### config.mk
export PLATFORM = sky130hd
export DESIGN_NAME = dram_lsu_bridge
export DESIGN_NICKNAME = d
export VERILOG_FILES = /design/src/rtl/dram_lsu_bridge.sv
export SDC_FILE = /design/constraint.sdc
export NUM_CORES = 1
export LEC_CHECK = 0
export BUFFER_PORTS_ARGS = -buffer_cell sky130_fd_sc_hd__buf_2
export CAP_MARGIN = 20
export CORE_UTILIZATION = 51
export CTS_CLUSTER_SIZE = 24
export DETAILED_ROUTE_END_ITERATION = 6
export GPL_TIMING_DRIVEN = 0
export PLACE_DENSITY_LB_ADDON = 0.12
export RECOVER_POWER = 100
export SYNTH_ARGS = -nofsm -noshare
export SYNTH_HDL_FRONTEND = slang
export SYNTH_SLANG_ARGS = --single-unit
### constraint.sdc
create_clock -name clk_i -period 2.5 [get_ports clk_i]
set_clock_uncertainty 0.05 [all_clocks]
set_input_delay 0.25 -clock clk_i [delete_from_list [all_inputs] [get_ports clk_i]]
set_output_delay 0.25 -clock clk_i [all_outputs]
set_load 0.05 [all_outputs]
### src/rtl/dram_lsu_bridge.sv
// Load/store bridge between the core memory stage and a single-port word RAM:
// byte/half/word access with sign/zero extension, ALE detection and read-modify-write for sub-word stores.
module dram_lsu_bridge #(
  parameter int ADDR_W   = 16,
  parameter int MEM_LAT  = 1,
  parameter int TRACE_EN = 1
) (
  input  logic              clk_i,
  input  logic              rst_i,
  input  logic              req_valid_i,
  output logic              req_ready_o,
  input  logic              req_we_i,
  input  logic [1:0]        req_size_i,
  input  logic              req_unsigned_i,
  input  logic [31:0]       req_addr_i,
  input  logic [31:0]       req_wdata_i,
  output logic              rsp_valid_o,
  output logic [31:0]       rsp_rdata_o,
  output logic              rsp_ale_o,
  output logic [ADDR_W-1:0] mem_a_o,
  output logic [31:0]       mem_d_o,
  output logic              mem_we_o,
  input  logic [31:0]       mem_spo_i,
  output logic              dbg_we_o,
  output logic [31:0]       dbg_addr_o,
  output logic [31:0]       dbg_data_o
);

  typedef enum logic [1:0] {IDLE, RD, WR, RESP} state_t;

  localparam int CW = (MEM_LAT > 1) ? $clog2(MEM_LAT + 1) : 1;

  state_t            state_q;
  logic              we_q;
  logic [1:0]        size_q;
  logic              uns_q;
  logic [ADDR_W+1:0] addr_q;
  logic [31:0]       wdata_q;
  logic [CW-1:0]     cnt_q;
  logic [31:0]       word_q;
  logic [31:0]       rdata_q;
  logic              ale_q;
  logic              misaligned;
  logic              unused_addr_hi;

  function automatic logic [31:0] load_ext(input logic [31:0] w, input logic [1:0] sz,
                                           input logic uns, input logic [1:0] lane);
    logic [7:0]  b;
    logic [15:0] h;
    logic [31:0] r;
    b = w[{lane, 3'b000} +: 8];
    h = lane[1] ? w[31:16] : w[15:0];
    case (sz)
      2'b00:   r = {{24{b[7] & ~uns}}, b};
      2'b01:   r = {{16{h[15] & ~uns}}, h};
      default: r = w;
    endcase
    return r;
  endfunction

  function automatic logic [31:0] store_merge(input logic [31:0] w, input logic [31:0] d,
                                              input logic [1:0] sz, input logic [1:0] lane);
    logic [31:0] m;
    m = w;
    case (sz)
      2'b00: m[{lane, 3'b000} +: 8] = d[7:0];
      2'b01: begin
        if (lane[1]) m[31:16] = d[15:0];
        else         m[15:0]  = d[15:0];
      end
      default: m = d;
    endcase
    return m;
  endfunction

  assign misaligned = (req_size_i == 2'b11) ||
                      (req_size_i == 2'b01 && req_addr_i[0]) ||
                      (req_size_i == 2'b10 && req_addr_i[1:0] != 2'b00);

  // Byte address wraps modulo the RAM size, so the high bits are dropped.
  assign unused_addr_hi = &{1'b0, req_addr_i[31:ADDR_W+2]};

  always_ff @(posedge clk_i) begin
    if (rst_i) begin
      state_q <= IDLE;
      we_q    <= 1'b0;
      size_q  <= 2'b00;
      uns_q   <= 1'b0;
      addr_q  <= '0;
      wdata_q <= '0;
      cnt_q   <= '0;
      word_q  <= '0;
      rdata_q <= '0;
      ale_q   <= 1'b0;
    end else begin
      case (state_q)
        IDLE: begin
          if (req_valid_i) begin
            we_q    <= req_we_i;
            size_q  <= req_size_i;
            uns_q   <= req_unsigned_i;
            addr_q  <= req_addr_i[ADDR_W+1:0];
            wdata_q <= req_wdata_i;
            cnt_q   <= '0;
            rdata_q <= '0;
            ale_q   <= misaligned;
            if (misaligned) begin
              state_q <= RESP;
            end else if (req_we_i && req_size_i == 2'b10) begin
              word_q  <= req_wdata_i;
              state_q <= WR;
            end else begin
              state_q <= RD;
            end
          end
        end
        RD: begin
          // RAM word is valid in the MEM_LAT-th cycle after mem_a settled.
          if (cnt_q == CW'(MEM_LAT)) begin
            if (we_q) begin
              word_q  <= store_merge(mem_spo_i, wdata_q, size_q, addr_q[1:0]);
              state_q <= WR;
            end else begin
              rdata_q <= load_ext(mem_spo_i, size_q, uns_q, addr_q[1:0]);
              state_q <= RESP;
            end
          end else begin
            cnt_q <= cnt_q + 1'b1;
          end
        end
        WR: state_q <= RESP;
        RESP: begin
          rdata_q <= '0;
          ale_q   <= 1'b0;
          state_q <= IDLE;
        end
        default: state_q <= IDLE;
      endcase
    end
  end

  assign req_ready_o = !rst_i && state_q == IDLE;
  assign rsp_valid_o = !rst_i && state_q == RESP;
  assign rsp_ale_o   = rsp_valid_o && ale_q;
  assign rsp_rdata_o = rst_i ? 32'h0 : rdata_q;
  assign mem_a_o     = rst_i ? '0 : addr_q[ADDR_W+1:2];
  assign mem_d_o     = rst_i ? 32'h0 : word_q;
  assign mem_we_o    = !rst_i && state_q == WR;

  if (TRACE_EN != 0) begin : g_trace
    assign dbg_we_o   = mem_we_o;
    assign dbg_addr_o = 32'({mem_a_o, 2'b00});
    assign dbg_data_o = mem_d_o;
  end else begin : g_no_trace
    assign dbg_we_o   = 1'b0;
    assign dbg_addr_o = 32'h0;
    assign dbg_data_o = 32'h0;
  end

endmodule

### Yosys cells after proc, flatten, opt, wreduce, memory -nomap -nowiden

Index checks and enable logic that the tools add are counted.

| cells by class | value |
|---|---|
| mux-type cells | 30 |
| eq/ne operators | 13 |
| bitwise logic cells | 3 |
| reduce and logical (&&, ||, !) cells | 22 |
| shift operators | 3 |
| add/subtract/negate cells | 2 |

Operators with widths:

| kind | count |
|---|---|
| 32-bit two-way mux | 10 |
| 32-bit one-hot mux with 2 select lines | 3 |
| 32-bit one-hot mux with 3 select lines | 1 |
| 16-bit two-way mux | 4 |
| 32-bit bitwise mux | 1 |
| 8-bit by 7-bit variable shift with 32-bit output (first input constant) | 1 |
| 32-bit by 6-bit indexed part select with 8-bit output | 1 |
| 8-bit by 7-bit indexed part select with 32-bit output | 1 |
| 2-bit inequality test (second input constant) | 6 |
| 2-bit equality test (second input constant) | 4 |
| 2-bit two-way mux | 4 |
| 2-bit one-hot mux with 4 select lines | 1 |
| 2-bit AND reduction | 4 |
| 1-bit logical AND | 7 |
| 5-bit negation with 7-bit output | 1 |
| 2-bit by 1-bit equality test with 1-bit output (second input constant) | 3 |
| 6-bit AND reduction | 1 |
| 2-bit nonzero test | 3 |
| 2-bit logical NOT | 2 |
| 1-bit two-way mux | 4 |
| 1-bit one-hot mux with 2 select lines | 2 |
| 4-bit AND reduction | 1 |
| 3-bit nonzero test | 1 |
| 1-bit AND | 2 |
| 4 further kinds | 5 |

| storage, ports and cells | value |
|---|---|
| output and inout bits | 149 |
| bits in registers | 122 |
| input port bits | 103 |
| logic and storage cells | 83 |

### Logic depth before layout (Yosys ltp)

Gate-level depths: netlist (run 1).

| logic depth | value |
|---|---|
| word-level depth | 7 |
| mapped depth | 8 |
| depth with buffers taken out | 6 |

### Worst setup path after synthesis (run 1)

OpenSTA, ideal clock, no wires.

| timing path | value |
|---|---|
| kind | input -> output |
| start point | input port rst_i |
| end point | output port mem_a_o[10] |
| path buffers | 4 |
| stages on the path | 5 |
| required time | 2.200 ns |
| arrival time | 1.881 ns |
| slack | 0.319 ns |
| path through | buf_4 -> clkbuf_1 -> clkbuf_1 -> nor2b_1 -> buf_4 |

| between the ends | value |
|---|---|
| longest elaborated chain between the ends | 1 |

RTL lines:

| what | line | RTL |
|---|---|---|
| from (decl) | 9 | `input logic rst_i,` |
| 16-bit two-way mux | 146 | `assign mem_a_o = rst_i ? '0 : addr_q[ADDR_W+1:2];` |
| to (decl) | 20 | `output logic [ADDR_W-1:0] mem_a_o,` |

No other way between the ends.

### Worst setup path after layout (run 1)

| timing path | value |
|---|---|
| start point | register addr_q[0] |
| end point | register word_q[10] |

| between the ends | value |
|---|---|
| longest elaborated chain between the ends | 7 |
| elaborated cells on any way between the ends | 8 |

RTL lines:

| what | line | RTL |
|---|---|---|
| from (decl) | 37 | `logic [ADDR_W+1:0] addr_q;` |
| from (signal assigned) | 102 | `addr_q <= req_addr_i[ADDR_W+1:0];` |
| 5-bit negation with 7-bit output (*) | 66 | `2'b00: m[{lane, 3'b000} +: 8] = d[7:0];` |
| 8-bit by 7-bit indexed part select with 32-bit output or 8-bit by 7-bit variable shift with 32-bit output (tied branches) | 66 |  |
| 32-bit bitwise mux (*) | 66 |  |
| 32-bit one-hot mux with 2 select lines (*) | 65 | `case (sz)` |
| 32-bit two-way mux (*) | 120 | `if (we_q) begin` |
| 32-bit two-way mux (*) | 119 | `if (cnt_q == CW'(MEM_LAT)) begin` |
| 32-bit one-hot mux with 2 select lines (*) | 96 | `case (state_q)` |
| to (signal assigned) | 110 | `word_q <= req_wdata_i;` |
| to (signal assigned) | 121 | `word_q <= store_merge(mem_spo_i, wdata_q, size_q, addr_q[1:0]);` |
| to (decl) | 40 | `logic [31:0] word_q;` |

Every way passes the cells marked *; elsewhere a longest branch is shown, timed or not. The select of a mux whose other input is x is not followed.
A chain may end at the register's enable or synchronous reset.

==> results of run 1 <==
==> cell families after synthesis <==
family	after synthesis
AND/OR/NAND/NOR	292
AO/OA/AOI/OAI	272
buffers and inverters	171
flip-flops	122
multiplexers	19
adder cells (fa/ha/maj)	9
other	1
==> sequential cells by signal (all words and copies together), names as in the netlist, 2 cells and up <==
register	count
wdata_q	32
size_q	2
word_q	32
state_q	2
rdata_q	32
addr_q	18
==> cell type report <==
cell class / count / area (um2) / share of cell area
plain buffers: 145 / 827 / 0.0916
repair buffers: 221 / 972 / 0.108
flip-flops and latches: 122 / 2440 / 0.271
inverters: 25 / 93.8 / 0.0104
well taps: 180 / 225 / 0.0250
multi-input cells: 608 / 3960 / 0.438
clock inverters: 4 / 20.0 / 0.00222
clock buffers: 23 / 488 / 0.0541
==> worst register-to-register path, cell delays in order (launching register included) <==
cell and delay (ns):
dfxtp_1 0.40, buf_4 0.24, inv_1 0.11, ha_1 0.39
nand3b_1 0.12, buf_4 0.16, nor3_1 0.05, a2111oi_0 0.61
o2bb2ai_1 0.15
==> worst paths after layout <==
kind	to	slack, ns	cells past startpoint
max reg2reg	word_q[10]	0.09	8
min reg2reg	addr_q[3]	0.40	2
min	uns_q	0.01	3
max	word_q[10]	0.09	8
==> power by group <==
part           leakage (nW)  internal, mW  total [mW]  switching (mW)
combinational          2.31          1.27        4.52            3.25
sequential            0.994          2.30        2.49           0.187
clock                 0.256          1.33        2.17           0.838
total                  3.56          4.91        9.18            4.27
==> per-layer routing <==
layer  routed length, um  vias up  track usage  share of wire
li1                    -     3613            -              -
met2               11000      444        0.528           0.44
met5                   0        -            0              0
met4                1150        0        0.180          0.047
met3                2300       84       0.0747          0.093
met1               10300     3623        0.433           0.42
==> through the flow <==
stage / std cells / total power, mW / area, um2 / worst slack (ns) / hold slack [ns]
finish: 1328 / 9.18 / 9030 / 0.0874 / 0.0110
global route: 1328 / 9.61 / 9030 / 0.00189 / 0.0175
CTS: 1328 / 9.08 / 9100 / -0.00532 / 0.00689
detailed placement: 1301 / 6.92 / 8590 / -0.0890 / 0.393
global placement: 1301 / 6.87 / 8590 / -0.0723 / 0.387
floorplan: 901 / 5.73 / 7260 / 0.319 / 0.336
==> synthesized netlist by cell type, types with 2 or more instances <==
library cell	count
nand2_1	137
dfxtp_1	122
nor2b_1	95
a21oi_1	72
buf_4	69
clkbuf_1	59
o2bb2ai_1	39
o21ai_0	32
o2111ai_1	31
inv_1	25
a221o_1	19
a221oi_1	16
o22ai_1	16
a22o_1	13
nor3_1	13
nor2_1	12
buf_2	10
a2111oi_0	9
ha_1	9
a211oi_1	8
mux2i_1	8
nor4b_1	8
buf_1	7
mux2_2	7
nand2b_1	7
o21a_1	5
mux4_2	4
nand3_1	4
and3b_1	3
or3_1	3
and2_1	2
nand3b_1	2
==> placed cells by master, fill, tap and decap left out, types with 5 or more instances in the layout <==
cell type,count
clkbuf_1,167
nand2_1,137
dfxtp_1,122
buf_2,97
nor2b_1,95
a21oi_1,72
buf_4,70
o2bb2ai_1,39
o21ai_0,32
o2111ai_1,31
clkbuf_2,27
inv_1,25
a221o_1,19
clkbuf_16,17
o22ai_1,16
conb_1,16
nor3_1,13
a22o_1,13
nor2_1,12
a221oi_1,10
ha_1,9
a211oi_1,8
mux2i_1,8
nor4b_1,8
nand2b_1,7
mux2_2,7
buf_1,6
a221oi_2,6
o21a_1,5
==> what timing repair did <==
item | CTS | global route
setup endpoints to repair | 1 | 23
pin swaps | 0 | 1
buffers inserted | 0 | 1
gates cloned | 0 | 0
gates resized for setup | 1 | 20
==> reports/results.txt, run 1 <==
status = completed
Cell Area, Synth = 7200 um2
number of buffers created by CTS = 17
critical path's top delay family = compound AO/OA/AOI/OAI gates
# fillers = 1318
gr ovfl total = 0
sequential fraction of the synthesis area = 0.339
post-synthesis mux area share = 0.0346
top cells by area, synth = dfxtp_1 34%, nor2b_1 8.2%, buf_4 7.2%
H-tree levels = 4
CTS tree = yes
critical path type = flip-flop to flip-flop
Req. time, crit path = 2.74 ns
Die Ht = 121 um
Slowest cell on crit path = a2111oi_0
Nets = 1252
largest family of logic cells by synthesized area = compound AO/OA/AOI/OAI gates
setup violators final = 0
Clk pin slew, worst setup/hold paths = 0.05 ns
Slew headroom = 0.533
Worst Hold Class = input port to flip-flop
leak pwr = 3.56 nW
Worst-Skew Late Latency = 0.43 ns
synthesis-to-layout area growth = 25.3%
Die Width = 121 um
Row Count = 43
asr flop ratio synth = 0
fraction of layout instances using a drive strength above 1 = 0.217
setup tns final = 0 ns
RSZ-0062 raised after global routing = false
Final Hold Vio Count = 0
critical path startpoint = addr_q[0]
post-synthesis cell type count = 52
largest net degree at the start of global routing = 17
worst-margin pin slew = 0.696 ns
worst path cell trace = buf_4 > inv_1 > ha_1 > nand3b_1 > buf_4 > nor3_1 > a2111oi_0 > o2bb2ai_1
Worst IR Drop VDD = 0.572 mV
Worst R2R Start = addr_q[0]
Via density = 5.85
Yosys top cell by area = dfxtp_1
drt first pass iters = 5
DRT Wirelength = 24700 um
fin crit share = 0.965
Startpoint Class = flip-flop
CP most frequent cell = buf_4
synthesized area per cell = 8.13 um2
CTS Sinks = 122
Inserted Diodes = 0
max-slew violations = 0
post-synthesis xor/xnor area fraction = 0
Yosys reg bits = 122
Synth top area share = 0.339
Critical path buffers and inverters = 3
global-route usage over all layers = 0.338
clock tree buffer depth = 2
pwr/cell area = 1020 nW/um2
Largest stage delay, worst path = 0.61 ns
CP max FO = 10
CTS root buf = clkbuf_16
DRT antenna net count = 0
placeable core area = 13800 um2
initial antenna violation count = 0
Post-CTS Hold Buffers = 0
wire length per cell = 18.6 um
critical path arrival = 2.66 ns
Most used DFF post-synth = dfxtp_1
Vias = 7764
Synth Area in Simple Gates = 0.207
Finished Core Util = 0.653
Iter 0 DRT Violations = 841
Port Buffer Count = 220
die footprint = 14600 um2
# DRC = 0
Max Clk Rate = 0.414 GHz
min cycle time layout = 2.41 ns
GP Congestion = 0.999
Post-DP HPWL = 18500 um
first-pass GRT wire length = 37000 um
Mapped Cells = 886
Synth Area in Adders = 0.0156
Initial Util = 0.521
EDFF count, synth = 0
hold path startpoint = req_unsigned_i
vias in the first global route = 6887
number of synthesis warnings = 0
Top Ports = 252
max-cap violation count = 0
Compound-Gate Fraction of Synth Area = 0.276
element type at the critical path end = flip-flop
Note: power is estimated with default switching activity, not from simulation.
==> inputs of run 2 (changes only) <==
--- a/config.mk
+++ b/config.mk
@@ -12,7 +12,7 @@
 export DETAILED_ROUTE_END_ITERATION = 6
 export GPL_TIMING_DRIVEN = 0
 export PLACE_DENSITY_LB_ADDON = 0.12
-export RECOVER_POWER = 100
+export RECOVER_POWER = 50
 export SYNTH_ARGS = -nofsm -noshare
 export SYNTH_HDL_FRONTEND = slang
 export SYNTH_SLANG_ARGS = --single-unit
==> run 2 against run 1 <==
  * Via count decreased by 0.44%
  * Fmax increased by 0.42%
  * Final cell count unchanged
  * Cell area unchanged
  * Global-route usage unchanged
  * Wire length decreased by 0.30%
  * Critical path type unchanged
  * Highest routed layer unchanged
==> reports/results.txt, run 2 (synthesis results as in run 1) <==
Finished Core Util = 0.653 (unchanged)
pre-CTS setup slack = -0.0890 ns (unchanged)
Worst IR Drop VDD = 0.571 mV (-0.13%)
die footprint = 14600 um2 (unchanged)
setup tns final = 0 ns (unchanged)
Worst Hold Class = input port to flip-flop
Critical path buffers and inverters = 3 (unchanged)
critical path startpoint = addr_q[0]
placed cell count = 1301 (unchanged)
hold path startpoint = req_addr_i[7]
critical path type = flip-flop to flip-flop
Register Area = 2440 um2 (unchanged)
pwr/cell area = 1020 nW/um2 (-0.14%)
Req. time, crit path = 2.74 ns (about the same)
Port Buffer Count = 220 (unchanged)
Die Ht = 121 um (unchanged)
most common cell after layout, fill and taps aside = clkbuf_1
clock tree buffer depth = 2 (unchanged)
# fillers = 1318 (unchanged)
CP most frequent cell = buf_4
CTS tree = yes
setup ws final = 0.0975 ns (+0.0100 ns)
min cycle time layout = 2.40 ns (-0.0100 ns)
Clk pin slew, worst setup/hold paths = 0.05 ns (about the same)
GP Congestion = 0.999 (unchanged)
Nets = 1252 (unchanged)
Worst-Skew Late Latency = 0.42 ns (about the same)
cell area after layout = 9030 um2 (unchanged)
Inserted Diodes = 0 (unchanged)
gr ovfl total = 0 (unchanged)
initial antenna violation count = 0 (unchanged)
element type at the critical path end = flip-flop
Final Hold Vio Count = 0 (unchanged)
H-tree levels = 4 (unchanged)
fin crit share = 0.961 (-0.00401)
Die Width = 121 um (unchanged)
DRT Wirelength = 24600 um (-0.30%)
Top Ports = 252 (unchanged)
first-pass GRT wire length = 37000 um (unchanged)
Post-DP HPWL = 18500 um (unchanged)
Power, Total = 9.17 mW (-0.14%)
vias in the first global route = 6887 (unchanged)
CP max FO = 10 (unchanged)
global-route usage over all layers = 0.338 (unchanged)
Min Hold Slack = 0.0188 ns (+0.00778 ns)
CTS root buf = clkbuf_16
max-slew violations = 0 (unchanged)
Vias = 7730 (-0.44%)
# DRC = 0 (unchanged)
Initial Util = 0.521 (unchanged)
placed inst area = 8590 um2 (unchanged)
CTS Sinks = 122 (unchanged)
fraction of layout instances using a drive strength above 1 = 0.217 (unchanged)
Multi-input gate area = 3960 um2 (unchanged)
Row Count = 43 (unchanged)
status = completed
Post-CTS Hold Buffers = 0 (unchanged)
placeable core area = 13800 um2 (unchanged)
Via density = 5.82 (-0.44%)
leak pwr = 3.57 nW (+0.37%)
Top Registers = rdata_q (32), wdata_q (32), word_q (32)
worst-margin pin slew = 0.707 ns (+0.0104 ns)
synthesis-to-layout area growth = 25.3% (unchanged)
Max Clk Rate = 0.416 GHz (+0.42%)
critical path's top delay family = compound AO/OA/AOI/OAI gates
drt first pass iters = 7 (+2)
Slowest cell on crit path = a2111oi_0
max-cap violation count = 0 (unchanged)
Worst R2R Start = addr_q[0]
worst path cell trace = buf_4 > inv_1 > ha_1 > nand3b_1 > buf_4 > nor3_1 > a2111oi_0 > o2bb2ai_1
most frequent cells in the layout = 167 x clkbuf_1, 137 x nand2_1, 122 x dfxtp_1
DRT antenna net count = 0 (unchanged)
Startpoint Class = flip-flop
Slew headroom = 0.526 (-0.00695)
Finished Layout Cells = 1328 (unchanged)
RSZ-0062 raised after global routing = false
wire length per cell = 18.5 um (-0.30%)
setup violators final = 0 (unchanged)
critical path arrival = 2.64 ns (-0.02 ns)
Largest stage delay, worst path = 0.59 ns (-0.02 ns)
number of buffers created by CTS = 17 (unchanged)
Iter 0 DRT Violations = 816 (-3.0%)
largest net degree at the start of global routing = 17 (unchanged)
-- run 2: cell count changes in the layout (fill, tap and decap cells not counted) --
cell      previous run  this run
clkbuf_2            27        11
buf_2               97       113
-- run 2: final cells by class --
type,instances,area share
clock buffers,23,0.0541
plain buffers,145,0.0916
clock inverters,4,0.00222
flip-flops and latches,122,0.271
inverters,25,0.0104
well taps,180,0.0250
multi-input cells,608,0.438
repair buffers,221,0.108
-- run 2: power by group --
group / total [mW] / switching (mW) / internal [mW]
sequential: 2.49 / 0.186 / 2.30
clock: 2.16 / 0.827 / 1.33
combinational: 4.52 / 3.24 / 1.27
total: 9.17 / 4.26 / 4.91
-- run 2: layer usage --
| metal | vias to the layer above | GRT usage | wire length (um) |
|---|---|---|---|
| met5 | - | 0 | 0 |
| met4 | 0 | 0.180 | 1080 |
| met3 | 73 | 0.0747 | 2360 |
| met2 | 445 | 0.528 | 10900 |
| met1 | 3598 | 0.433 | 10200 |
| li1 | 3614 | - | - |
-- run 2: worst paths after layout --
path | endpoint | slack (ns) | cells after the start
worst max-delay path | word_q[10] | 0.1 | 8
worst min-delay path | addr_q[7] | 0.02 | 3
worst max register to register | word_q[10] | 0.1 | 8
worst min register to register | addr_q[3] | 0.40 | 2
-- run 2: worst min-delay path, stage by stage --
cell and delay [ns]:
buf_2 0.09, nand2_1 0.04, a21oi_1 0.05
-- run 2: repair_timing --
item	4_1_cts	5_1_grt
endpoints found under the hold margin	0	0
setup endpoints to repair	1	23
pin swaps	0	1
buffers inserted	0	1
resized for setup	1	20
==> inputs of run 3 (changes only) <==
--- a/config.mk
+++ b/config.mk
@@ -7,10 +7,10 @@
 export LEC_CHECK = 0
 export BUFFER_PORTS_ARGS = -buffer_cell sky130_fd_sc_hd__buf_2
 export CAP_MARGIN = 20
-export CORE_UTILIZATION = 51
+export CORE_UTILIZATION = 46
 export CTS_CLUSTER_SIZE = 24
 export DETAILED_ROUTE_END_ITERATION = 6
-export GPL_TIMING_DRIVEN = 0
+export GPL_TIMING_DRIVEN = 1
 export PLACE_DENSITY_LB_ADDON = 0.12
 export RECOVER_POWER = 50
 export SYNTH_ARGS = -nofsm -noshare
==> constraint.sdc (replaced) <==
create_clock -name clk_i -period 2.2 [get_ports clk_i]
set_clock_uncertainty 0.05 [all_clocks]
set_input_delay 0.22 -clock clk_i [delete_from_list [all_inputs] [get_ports clk_i]]
set_output_delay 0.22 -clock clk_i [all_outputs]
set_load 0.05 [all_outputs]
==> run 3 against run 2 <==
  * Power rose by 20%
  * Sequential power rose by 14%
  * Clock power rose by 41%
  * Combinational power rose by 13%
  * Core utilization fell by 5.8 points
  * Wire length fell by 5.0%
  * Worst hold slack got worse by 0.010 ns
  * Non-clock buffer count fell by 70
==> reports/results.txt, run 3 (synthesis results as in run 1) <==
# DRC = 0 (unchanged)
Worst-Skew Late Latency = 0.42 ns (about the same)
CTS root buf = clkbuf_16
placed inst area = 8260 um2 (-3.8%)
Min Hold Slack = 0.00842 ns (-0.0104 ns)
leak pwr = 3.50 nW (-1.9%)
Die Ht = 127 um (+5.2%)
die footprint = 16200 um2 (+11%)
RSZ-0062 raised after global routing = true
element type at the critical path end = flip-flop
placeable core area = 15300 um2 (+10%)
synthesis-to-layout area growth = 26.0%
Vias = 7240 (-6.3%)
Inserted Diodes = 0 (unchanged)
pwr/cell area = 1210 nW/um2 (+19%)
wire length per cell = 18.1 um (-2.4%)
max-slew violations = 0 (unchanged)
Power, Total = 11.0 mW (+20%)
fin crit share = 0.945 (-0.0164)
setup ws final = 0.122 ns (+0.0243 ns)
Worst Hold Class = input port to flip-flop
H-tree levels = 4 (unchanged)
critical path arrival = 2.33 ns (-0.31 ns)
Iter 0 DRT Violations = 621 (-24%)
setup tns final = 0 ns (unchanged)
CP max FO = 7 (-3)
status = completed
fraction of layout instances using a drive strength above 1 = 0.204 (-0.0126)
Final Hold Vio Count = 0 (unchanged)
critical path type = flip-flop to flip-flop
min cycle time layout = 2.08 ns (-0.324 ns)
global-route usage over all layers = 0.288 (-0.0500)
gr ovfl total = 0 (unchanged)
Req. time, crit path = 2.45 ns (-0.29 ns)
Nets = 1182 (-5.6%)
clock tree buffer depth = 2 (unchanged)
Die Width = 127 um (+5.2%)
pre-CTS setup slack = -0.137 ns (-0.0479 ns)
Top Ports = 252 (unchanged)
vias in the first global route = 6517 (-5.4%)
number of buffers created by CTS = 17 (unchanged)
drt first pass iters = 5 (-2)
GP Congestion = 0.935 (-6.4%)
most frequent cells in the layout = 136 x nand2_1, 121 x dfxtp_1, 112 x buf_2
Row Count = 45 (+4.7%)
Initial Util = 0.472 (-0.0489)
Via density = 5.60 (-3.8%)
most common cell after layout, fill and taps aside = nand2_1
Top Registers = rdata_q (32), wdata_q (32), word_q (32)
cell area after layout = 9080 um2 (+0.60%)
Port Buffer Count = 221 (+0.45%)
Post-DP HPWL = 16400 um (-11%)
largest net degree at the start of global routing = 145 (+128)
first-pass GRT wire length = 35700 um (-3.5%)
initial antenna violation count = 0 (unchanged)
Startpoint Class = flip-flop
DRT antenna net count = 0 (unchanged)
# fillers = 1478 (+12%)
Clk pin slew, worst setup/hold paths = 0.05 ns (about the same)
CTS Sinks = 122 (unchanged)
Slew headroom = 0.516 (-0.0101)
CTS tree = yes
worst-margin pin slew = 0.725 ns (+0.0186 ns)
max-cap violation count = 0 (unchanged)
setup violators final = 0 (unchanged)
Max Clk Rate = 0.481 GHz (+16%)
DRT Wirelength = 23400 um (-5.0%)
Worst IR Drop VDD = 0.616 mV (+7.9%)
-- run 3: cell types whose count changed in the layout (fill, tap and decap cells not counted), moves of 4 or more --
| cell | change |
|---|---|
| bufinv_16 | +4 |
| buf_12 | +6 |
| buf_1 | -6 |
| clkbuf_2 | -11 |
| buf_4 | -27 |
| clkbuf_1 | -57 |
| dlygate4sd3_1 | +26 |
-- run 3: power breakdown --
group	internal [mW]	switching (mW)	leakage, nW
sequential	2.62	0.212	0.994
combinational	1.57	3.54	2.19
clock	2.06	0.975	0.322
-- run 3: final cells by class --
| type | count | area (um2) | area share |
|---|---|---|---|
| clock inverters | 7 | 135 | 0.0149 |
| repair buffers | 296 | 1670 | 0.184 |
| well taps | 211 | 264 | 0.0291 |
| multi-input cells | 608 | 3960 | 0.436 |
| flip-flops and latches | 122 | 2440 | 0.269 |
| inverters | 25 | 93.8 | 0.0103 |
| clock buffers | 24 | 512 | 0.0564 |
-- run 3: worst max-delay path, cell delays in order, from the launching register on --
cell       delay (ns)
dfxtp_1          0.37
inv_1            0.11
ha_2             0.32
and3b_1          0.19
a2bb2o_1         0.32
buf_4            0.19
a221oi_1         0.30
o2bb2ai_1        0.11
-- run 3: final timing paths --
check | start | end | slack (ns) | cells after the start
worst min-delay path | req_wdata_i[27] | wdata_q[27] | 0.008 | 3
worst max-delay path | addr_q[1] | word_q[16] | 0.12 | 7
worst max register to register | addr_q[1] | word_q[16] | 0.12 | 7
worst min register to register | addr_q[2] | addr_q[2] | 0.40 | 2
-- run 3: timing repair --
item / in CTS / in global routing
pin swaps: 1 / 1
hold buffers: 26 / 0
buffers inserted: 1 / 1
endpoints found under the setup margin: 18 / 10
hold endpoints to repair: 26 / 0
gates resized for setup: 4 / 7
-- run 3: layer usage --
metal,routed length (um),track usage,up-vias
met5,0,0,-
met4,852,0.129,0
met3,1730,0.0578,64
met2,10400,0.433,354
met1,10400,0.398,3357
li1,-,-,3465
-- run 3: metrics by stage --
step                 util  std cells
detailed placement  0.541       1234
global placement    0.541       1234
global route        0.595       1293
finish              0.595       1293
floorplan               -        901
CTS                 0.603       1292
